## src/rtl/bus_ctrl.sv

```systemverilog
// ---------------------------------------------------------------------------
// bus_ctrl
//   CPU bus controller: clock-enable divider, priority address decoder,
//   per-region wait-state FSM, read-data return mux, per-region write
//   strobes, sticky unmapped-access error capture and a CPU reset stretcher.
//
// Ports
//   clk        in   1        system clock
//   reset      in   1        synchronous active-high reset
//   cpu_ab     in   AW       CPU address bus
//   cpu_we     in   1        CPU write enable
//   cpu_di     out  8        read data to the CPU (OPEN_BUS when unmapped)
//   cpu_ce     out  1        CPU clock enable, one clk every DIV clks
//   cpu_rdy    out  1        CPU ready
//   cpu_reset  out  1        CPU reset, held for RST_CYC cpu_ce pulses
//   sel        out  NREG     one-hot region select (combinational)
//   wr_stb     out  NREG     one-clk write strobe per region
//   rd_data    in   NREG*8   region read data, region i at [i*8 +: 8]
//   bus_err    out  1        sticky unmapped-access flag
//   err_addr   out  AW       address of first unmapped access
//   err_clr    in   1        clears bus_err
// ---------------------------------------------------------------------------
module bus_ctrl #(
  parameter int                   NREG     = 4,
  parameter int                   AW       = 16,
  parameter int                   DIV      = 27,
  parameter logic [NREG*AW-1:0]   BASE     = {16'h0000, 16'h0000, 16'h0000, 16'h1000},
  parameter logic [NREG*AW-1:0]   MASK     = {16'h0000, 16'h0000, 16'h0000, 16'hF000},
  parameter logic [NREG*4-1:0]    WAIT     = 16'h0000,
  parameter logic [7:0]           OPEN_BUS = 8'hEA,
  parameter int                   RST_CYC  = 2
) (
  input  logic              clk,
  input  logic              reset,
  input  logic [AW-1:0]     cpu_ab,
  input  logic              cpu_we,
  output logic [7:0]        cpu_di,
  output logic              cpu_ce,
  output logic              cpu_rdy,
  output logic              cpu_reset,
  output logic [NREG-1:0]   sel,
  output logic [NREG-1:0]   wr_stb,
  input  logic [NREG*8-1:0] rd_data,
  output logic              bus_err,
  output logic [AW-1:0]     err_addr,
  input  logic              err_clr
);

  localparam int IW = (NREG > 1) ? $clog2(NREG) : 1;
  localparam int DW = (DIV > 1) ? $clog2(DIV) : 1;
  localparam int RW = $clog2(RST_CYC + 1);
  localparam logic [DW-1:0] DIV_LAST = DW'(DIV - 1);
  localparam logic [RW-1:0] RST_LAST = RW'(RST_CYC - 1);

  typedef enum logic [1:0] {
    S_IDLE = 2'd0,
    S_WAIT = 2'd1,
    S_DONE = 2'd2
  } state_e;

  // divider
  logic [DW-1:0] div_q, div_d;
  logic          ce_q, ce_d;
  // decoder
  logic [NREG-1:0] sel_s;
  logic            hit_s;
  logic [IW-1:0]   hit_idx_s;
  logic [3:0]      w_s;
  // wait FSM
  state_e     state_q, state_d;
  logic [3:0] cnt_q, cnt_d;
  logic       rdy_s;
  logic       complete_s;
  // held in reset last clk: the CPU sees ready while the block is reset
  logic       in_rst_q;
  // completion / error / reset-stretch state
  logic          sel_vld_q, sel_vld_d;
  logic [IW-1:0] sel_idx_q, sel_idx_d;
  logic [RW-1:0] rst_cnt_q, rst_cnt_d;
  logic          cpu_reset_q, cpu_reset_d;
  logic          bus_err_q, bus_err_d;
  logic [AW-1:0] err_addr_q, err_addr_d;

  // Divider next state; cpu_ce is registered so it lines up with count DIV-1.
  always_comb begin
    div_d = div_q;
    if (div_q == DIV_LAST) begin
      div_d = '0;
    end else begin
      div_d = div_q + DW'(1);
    end
    ce_d = (div_d == DIV_LAST);
  end

  // Priority address decode: lowest-index enabled region that matches wins.
  always_comb begin
    sel_s     = '0;
    hit_s     = 1'b0;
    hit_idx_s = '0;
    w_s       = 4'd0;
    for (int i = 0; i < NREG; i++) begin
      if (!hit_s && (MASK[i*AW +: AW] != '0) &&
          ((cpu_ab & MASK[i*AW +: AW]) == (BASE[i*AW +: AW] & MASK[i*AW +: AW]))) begin
        hit_s     = 1'b1;
        hit_idx_s = IW'(i);
        sel_s[i]  = 1'b1;
        w_s       = WAIT[i*4 +: 4];
      end else begin
        hit_s = hit_s;
      end
    end
  end

  // Wait-state FSM next state and ready.
  always_comb begin
    state_d = state_q;
    cnt_d   = cnt_q;
    rdy_s   = 1'b0;
    case (state_q)
      S_IDLE: begin
        rdy_s = (w_s == 4'd0);
        if (ce_q && (w_s == 4'd1)) begin
          state_d = S_DONE;
        end else if (ce_q && (w_s >= 4'd2)) begin
          state_d = S_WAIT;
          cnt_d   = w_s - 4'd2;
        end else begin
          state_d = S_IDLE;
        end
      end
      S_WAIT: begin
        rdy_s = 1'b0;
        if (ce_q && (cnt_q == 4'd0)) begin
          state_d = S_DONE;
        end else if (ce_q) begin
          cnt_d = cnt_q - 4'd1;
        end else begin
          cnt_d = cnt_q;
        end
      end
      S_DONE: begin
        rdy_s = 1'b1;
        if (ce_q) begin
          state_d = S_IDLE;
        end else begin
          state_d = S_DONE;
        end
      end
      default: begin
        state_d = S_IDLE;
        cnt_d   = 4'd0;
      end
    endcase
  end

  // Completion side effects: return-data select, error capture, reset stretch.
  // A completion in the clk that reset rises is suppressed so the pending
  // access is discarded cleanly.
  always_comb begin
    complete_s  = ce_q & rdy_s & ~reset;
    sel_vld_d   = sel_vld_q;
    sel_idx_d   = sel_idx_q;
    bus_err_d   = bus_err_q;
    err_addr_d  = err_addr_q;
    rst_cnt_d   = rst_cnt_q;
    cpu_reset_d = cpu_reset_q;

    if (complete_s) begin
      sel_vld_d = hit_s;
      sel_idx_d = hit_idx_s;
    end else begin
      sel_vld_d = sel_vld_q;
    end

    // A new unmapped completion beats err_clr and recaptures the address.
    if (complete_s && !hit_s && !cpu_reset_q) begin
      bus_err_d = 1'b1;
      if (!bus_err_q || err_clr) begin
        err_addr_d = cpu_ab;
      end else begin
        err_addr_d = err_addr_q;
      end
    end else if (err_clr) begin
      bus_err_d = 1'b0;
    end else begin
      bus_err_d = bus_err_q;
    end

    if (cpu_reset_q && ce_q) begin
      if (rst_cnt_q == RST_LAST) begin
        cpu_reset_d = 1'b0;
      end else begin
        rst_cnt_d = rst_cnt_q + RW'(1);
      end
    end else begin
      cpu_reset_d = cpu_reset_q;
    end
  end

  // State registers with synchronous reset.
  always_ff @(posedge clk) begin
    if (reset) begin
      div_q       <= '0;
      ce_q        <= 1'b0;
      state_q     <= S_IDLE;
      cnt_q       <= 4'd0;
      in_rst_q    <= 1'b1;
      sel_vld_q   <= 1'b0;
      sel_idx_q   <= '0;
      rst_cnt_q   <= '0;
      cpu_reset_q <= 1'b1;
      bus_err_q   <= 1'b0;
      err_addr_q  <= '0;
    end else begin
      div_q       <= div_d;
      ce_q        <= ce_d;
      state_q     <= state_d;
      cnt_q       <= cnt_d;
      in_rst_q    <= 1'b0;
      sel_vld_q   <= sel_vld_d;
      sel_idx_q   <= sel_idx_d;
      rst_cnt_q   <= rst_cnt_d;
      cpu_reset_q <= cpu_reset_d;
      bus_err_q   <= bus_err_d;
      err_addr_q  <= err_addr_d;
    end
  end

  // Read return: data of the region latched at the last completion.
  always_comb begin
    if (sel_vld_q) begin
      cpu_di = rd_data[{sel_idx_q, 3'b000} +: 8];
    end else begin
      cpu_di = OPEN_BUS;
    end
  end

  assign cpu_ce    = ce_q;
  assign cpu_rdy   = in_rst_q | rdy_s;
  assign cpu_reset = cpu_reset_q;
  assign sel       = sel_s;
  assign wr_stb    = (complete_s && cpu_we && !cpu_reset_q) ? sel_s : '0;
  assign bus_err   = bus_err_q;
  assign err_addr  = err_addr_q;

endmodule

```

## config.mk

```make
export PLATFORM = sky130hd
export DESIGN_NAME = bus_ctrl
export DESIGN_NICKNAME = d
export VERILOG_FILES = /design/src/rtl/bus_ctrl.sv
export SDC_FILE = /design/constraint.sdc
export NUM_CORES = 1
export LEC_CHECK = 0
export BUFFER_PORTS_ARGS = -buffer_cell sky130_fd_sc_hd__clkbuf_2
export CAP_MARGIN = 20
export CORE_MARGIN = 10
export CORE_UTILIZATION = 30
export CTS_CLUSTER_DIAMETER = 80
export DETAILED_ROUTE_END_ITERATION = 8
export HOLD_SLACK_MARGIN = 0.05
export PLACE_DENSITY_LB_ADDON = 0.15
export REMOVE_ABC_BUFFERS = 1
export SKIP_CTS_REPAIR_TIMING = 1
export SLEW_MARGIN = 30
export SYNTH_ARGS = -nofsm -noshare
export SYNTH_HDL_FRONTEND = slang
export SYNTH_SLANG_ARGS = --single-unit
```

## constraint.sdc

```tcl
create_clock -name clk -period 1.8 [get_ports clk]
set_input_delay 0.18 -clock clk [delete_from_list [all_inputs] [get_ports clk]]
set_output_delay 0.18 -clock clk [all_outputs]
set_load 0.01 [all_outputs]
```

==> reports/metrics.cfg, run 1 <==
[worst_setup_path]
crit_type = register to register
required_ps = 1970
cp-start-kind = register
max_stage_delay_ps = 660
critPathCaptureType = register
r2r-end = err_addr[11]$_SDFFE_PP0P_
r2r_cells = 3
worstPathArrival_ps = 1820
cpMaxStageDelayCell = or3b_1
worstReg2RegStart = cpu_reset$_SDFFE_PP1P_
worstPathMaxFanout = 16
crit_chain = or3b_1 > o311ai_0 > nand2_1
reg2reg_slack_ps = 140

[placed_design]
placed_area_um2 = 1580
dp_worst_setup_slack_ps = 128.4
gp_congestion = 0.7635
hpwl_um = 2888
port-buffer-count = 56

[detailed_routing]
drt-pass1-iter-count = 4
num_vias = 1223
ant_nets = 0
wl_per_cell_um = 15.62
drc = 0
wl_um = 3826
vias_per_cell = 4.992
drtIter0Drc = 52

[synth]
ys_warn_count = 0
synth_area_leaders = dfxtp_1 (41%), nand4_1 (6.1%), o311ai_1 (5.3%)
synth_cell_types = 38
netlist_area_um2 = 1329
synth-async-reset-ratio = 0
synth_edf_count = 0
synth_top_area_cell = dfxtp_1
syn_inst = 144
ys_seq_area_frac = 0.4068
ys_dominant_reg_cell = dfxtp_1
synth_top_area_frac = 0.4068
syn_area_per_cell_um2 = 9.228
synth_most_common_cell = dfxtp_1
synthTopCellsByCount = dfxtp_1 (27), nand2_1 (18), nand4_1 (13)
ys_ff_latch = 27

[timing]
drv_slew = 0
tns_ps = 0
hold-worst-slack_ps = 106.1
finalWorstSetupSlack_ps = 142.7
period_share = 0.9208
fmax_mhz = 603.4
setup_viol = 0
relSlewSlack = 0.4974
finClkSkew_ps = 12.90
tightest_slew_ps = 750.6
fin_crit_ps = 1657
finalHoldViolCount = 0
rsz0062_at_grt = false

[global_route]
grt_start_max_net_pins = 20
antenna_found_initial = 0
grt_pass1_wl_um = 6037
grt_pass1_vias = 1231
grt-ovfl-total = 0
grtUsageTotal = 0.09724

[clock_network]
clock_sinks = 27
path_clk_slew_ps = 100
clockBufferDepth = 2
numCtsBuffers = 3
tritoncts = yes
worstSkewPairLatency_ps = 280
root_buffer = clkbuf_8
cts.htree.levels = 1

[min_path]
hold_depth = 3
hold_path_end = err_addr[3]$_SDFFE_PP0P_
hold_start = cpu_ab[3]
worstHoldPathType = input pin to register

[layout]
register_area_um2 = 540.5
postLayoutCoreUtil = 0.3762
antennaDiodeCount = 0
finalInstanceArea_um2 = 1627
syn_to_final_growth_pct = 22.41
multi_input_area_um2 = 651.9
drive_above_1_share = 0.3575
nets = 249
fillers = 458

[power]
intPower_mw = 0.7918
vdd_ir_drop_max_mv = 0.2650
combPwrFrac = 0.071
cellPowerDensity_nw_per_um2 = 640.9
p_leak_nw = 0.7833
seq_power_share = 0.584
swShare = 0.2405
p_switching_mw = 0.2507
pwr-share-clk = 0.345

[run_status]
status = finished, final reports clean

[run]
drv_cap = 0

[die]
die_w_um = 86.55
chipHeight_um = 86.55
core_area_um2 = 4324
dieArea_um2 = 7491
rows = 24
num_io_pins = 88
initial_utilization = 0.3073

-- critical path, delay by kind of cell, from the launching register on --
kind | cells | cell delay, ps
flip-flops | 1 | 360
AO/OA/AOI/OAI | 1 | 440
AND/OR/NAND/NOR | 2 | 750
-- registers in the layout (all words and copies together), names as in the netlist --
name and cells:
cpu_reset 1, sel_vld_q 1, err_addr 16, rst_cnt_q 2, bus_err 1, cpu_ce 1, div_q 5
-- cell families (layout without fill, tap and decap cells) --
| group | count (synthesis) | count (layout) | synth area share |
|---|---|---|---|
| flip-flops | 27 | 27 | 0.4068 |
| other | 2 | 7 | 0.005652 |
| multiplexers | 1 | 1 | 0.007533 |
| XOR/XNOR | 3 | 3 | 0.01978 |
| AND/OR/NAND/NOR | 64 | 64 | 0.2703 |
| adder cells (fa/ha/maj) | 3 | 3 | 0.02825 |
| buffers and inverters | 23 | 67 | 0.1186 |
| AO/OA/AOI/OAI | 21 | 21 | 0.1431 |
-- layout make-up --
type	instances	area share
Tap cell	52	0.04000
Sequential cell	27	0.3323
Timing Repair Buffer	59	0.1862
Clock inverter	1	0.003077
Multi-Input combinational cell	99	0.4008
Inverter	4	0.01231
Clock buffer	3	0.02538
-- power groups by stage --
stage | Combinational (mW) | Sequential, mW | Clock (mW)
after floorplan | 0.0324 | 0.621 | 0
after global placement | 0.0716 | 0.622 | 0
after global routing | 0.0820 | 0.610 | 0.391
after CTS | 0.0742 | 0.609 | 0.377
final | 0.0743 | 0.609 | 0.360
after detailed placement | 0.0736 | 0.623 | 0
-- cell usage in the layout, fill, tap and decap left out, types with 4 or more instances in the layout --
cell       n
nor2_1     8
and2_1     4
o311ai_1   8
dfxtp_1   27
nand3_1    4
nand4_1   13
nand2_1   18
nand2b_1   6
clkbuf_2  56
conb_1     7
o311ai_0   6
-- per-stage QoR --
step,total power [mW],std cells
floorplan,0.6536,130
global placement,0.6934,241
detailed placement,0.6962,241
CTS,1.060,245
global route,1.083,245
finish,1.042,245
-- per-layer routing --
layer  track usage  part of all wire  wire (um)  up-vias
li1              -                 -          -      611
met5             0                 0          0        -
met3       0.03659             0.095        364        5
met2        0.1557              0.46       1758       45
met1        0.1122              0.43       1642      562
met4       0.04418             0.016         61        0
-- how the worst max path moves through the flow --
| stage | start | endpoint | slack [ps] | cells after the start |
|---|---|---|---|---|
| 6_report | cpu_reset$_SDFFE_PP1P_ | err_addr[11]$_SDFFE_PP0P_ | 140 | 3 |
| 5_1_grt | cpu_reset$_SDFFE_PP1P_ | err_addr[8]$_SDFFE_PP0P_ | 40 | 3 |
| 4_1_cts | cpu_reset$_SDFFE_PP1P_ | err_addr[11]$_SDFFE_PP0P_ | 140 | 3 |
| 3_5_place_dp | reset | err_addr[9]$_SDFFE_PP0P_ | 130 | 4 |
| 3_3_place_gp | bus_err$_SDFFE_PP0P_ | err_addr[7]$_SDFFE_PP0P_ | 140 | 3 |
| 2_1_floorplan | cpu_ce$_SDFF_PP0_ | wr_stb[0] | 270 | 2 |
Note: power is estimated with default switching activity, not from simulation.
==> inputs of run 2 (changes only) <==
--- a/config.mk
+++ b/config.mk
@@ -13,7 +13,6 @@
 export DETAILED_ROUTE_END_ITERATION = 8
 export HOLD_SLACK_MARGIN = 0.05
 export PLACE_DENSITY_LB_ADDON = 0.15
-export REMOVE_ABC_BUFFERS = 1
 export SKIP_CTS_REPAIR_TIMING = 1
 export SLEW_MARGIN = 30
 export SYNTH_ARGS = -nofsm -noshare
==> run 2 against run 1 <==
Compared with the run above: hold slack better by 13 ps; count of clock-buffer cells in the layout is 1 higher; sequential cell count did not move; routed wire length rose by 0.37%; total power decreased by 1.4%; combinational power grew 2%; cell count grew 0.41%; sequential share of layout area shrank 0.13 points; die area unchanged; clock skew is 7.5 ps lower; utilization rose by 0.14 points; largest power group unchanged.
==> reports/metrics.cfg, run 2 (synthesis gave the netlist of run 1 again) <==
[run_status]
status = finished, final reports clean  ; unchanged

[placed_design]
port-buffer-count = 56  ; unchanged
dp_worst_setup_slack_ps = 163.0  ; was 128.4 ps
hpwl_um = 2912  ; was 2888 um
dp.cells = 242  ; was 241
gp_congestion = 0.7554  ; was 0.7635

[timing]
finalWorstSetupSlack_ps = 142.4  ; was 142.7 ps
tightest_slew_ps = 723.4  ; was 750.6 ps
finalHoldViolCount = 0  ; unchanged
tns_ps = 0  ; unchanged
hold-worst-slack_ps = 119.5  ; was 106.1 ps
relSlewSlack = 0.5156  ; was 0.4974
drv_slew = 0  ; unchanged
setup_viol = 0  ; unchanged
finClkSkew_ps = 5.405  ; was 12.90 ps
period_share = 0.9209  ; was 0.9208
fin_crit_ps = 1658  ; was 1657 ps
rsz0062_at_grt = false  ; unchanged
fmax_mhz = 603.3  ; was 603.4 MHz

[global_route]
grt_pass1_vias = 1205  ; was 1231
grtUsageTotal = 0.1002  ; was 0.09724
antenna_found_initial = 0  ; unchanged
grt_pass1_wl_um = 6161  ; was 6037 um
grt-ovfl-total = 0  ; unchanged
grt_start_max_net_pins = 20  ; unchanged

[die]
die_w_um = 86.55  ; unchanged
initial_utilization = 0.3073  ; unchanged
num_io_pins = 88  ; unchanged
rows = 24  ; unchanged
core_area_um2 = 4324  ; unchanged
dieArea_um2 = 7491  ; unchanged
chipHeight_um = 86.55  ; unchanged

[detailed_routing]
num_vias = 1228  ; was 1223
drt-pass1-iter-count = 4  ; unchanged
wl_per_cell_um = 15.61  ; was 15.62 um
vias_per_cell = 4.992  ; about the same
drc = 0  ; unchanged
drtIter0Drc = 42  ; was 52
ant_nets = 0  ; unchanged
wl_um = 3840  ; was 3826 um

[worst_setup_path]
crit_type = register to register  ; unchanged
worstPathArrival_ps = 1820  ; about the same
path_buf_inv = 0  ; unchanged
max_stage_delay_ps = 660  ; about the same
cpMaxStageDelayCell = or3b_1  ; unchanged
cp-start-kind = register  ; unchanged
critPathCaptureType = register  ; unchanged
required_ps = 1960  ; was 1970 ps
worstPathMaxFanout = 16  ; unchanged
critical_path.top_delay_family = simple AND/OR/NAND/NOR gates  ; unchanged
crit_chain = or3b_1 > o311ai_0 > nand2_1  ; unchanged

[clock_network]
path_clk_slew_ps = 90  ; was 100 ps
worstSkewPairLatency_ps = 270  ; was 280 ps
tritoncts = yes  ; unchanged
cts.htree.levels = 1  ; unchanged
numCtsBuffers = 3  ; unchanged
root_buffer = clkbuf_8  ; unchanged
clockBufferDepth = 2  ; unchanged
clock_sinks = 27  ; unchanged

[layout]
nets = 250  ; was 249
syn_to_final_growth_pct = 22.88  ; was 22.41%
drive_above_1_share = 0.3557  ; was 0.3575
largest_reg_flops = 16  ; unchanged
layout_common_cells = clkbuf_2 (56), dfxtp_1 (27), nand2_1 (18)  ; unchanged
antennaDiodeCount = 0  ; unchanged
layout_commonest_cell = clkbuf_2  ; unchanged
fin_cells = 246  ; was 245

[run]
drv_cap = 0  ; unchanged

[power]
power_mw = 1.028  ; was 1.042 mW
p_leak_nw = 0.7854  ; was 0.7833 nW
cellPowerDensity_nw_per_um2 = 629.5  ; was 640.9 nW/um2
vdd_ir_drop_max_mv = 0.2042  ; was 0.2650 mV

[min_path]
worstHoldPathType = input pin to register  ; unchanged

==> run 2: power breakdown <==
group / internal, mW / switching, mW
sequential: 0.602 / 0.00597
combinational: 0.0349 / 0.0410
clock: 0.159 / 0.185
==> run 2: area by class of cell <==
type                            instances  area [um2]
Clock buffer                            4       45.04
Multi-Input combinational cell         99       651.9
Timing Repair Buffer                   60       310.3
Tap cell                               52       65.06
Fill cell                             457        2691
Inverter                                4       20.02
Sequential cell                        27       540.5
==> run 2: path summary, 6_finish.rpt <==
kind,slack [ps],from,end,cells after the start
min,120,cpu_ab[8],err_addr[8]$_SDFFE_PP0P_,3
max,140,cpu_reset$_SDFFE_PP1P_,err_addr[15]$_SDFFE_PP0P_,3
max reg2reg,140,cpu_reset$_SDFFE_PP1P_,err_addr[15]$_SDFFE_PP0P_,3
min reg2reg,470,err_addr[6]$_SDFFE_PP0P_,err_addr[6]$_SDFFE_PP0P_,2
==> run 2: metal layers <==
metal  share of wire  GRT usage  vias up
met2            0.53     0.1758       37
met4          0.0086    0.03535        0
li1                -          -      608
met5               0          0        -
met1            0.39     0.1091      579
met3           0.071    0.03377        4
==> run 2: through the flow <==
| stage | area [um2] | util |
|---|---|---|
| 6_report | 1633 | 0.3776 |
| 5_1_grt | 1633 | 0.3776 |
| 4_1_cts | 1633 | 0.3776 |
| 3_5_place_dp | 1588 | 0.3672 |
| 3_3_place_gp | 1585 | 0.3666 |
| 2_1_floorplan | 1348 | - |
==> run 2: worst register-to-register path: cells and delay by family (launching register included) <==
| kind | cells | cell delay [ps] |
|---|---|---|
| AND/OR/NAND/NOR | 2 | 760 |
| AO/OA/AOI/OAI | 1 | 430 |
| flip-flops | 1 | 360 |
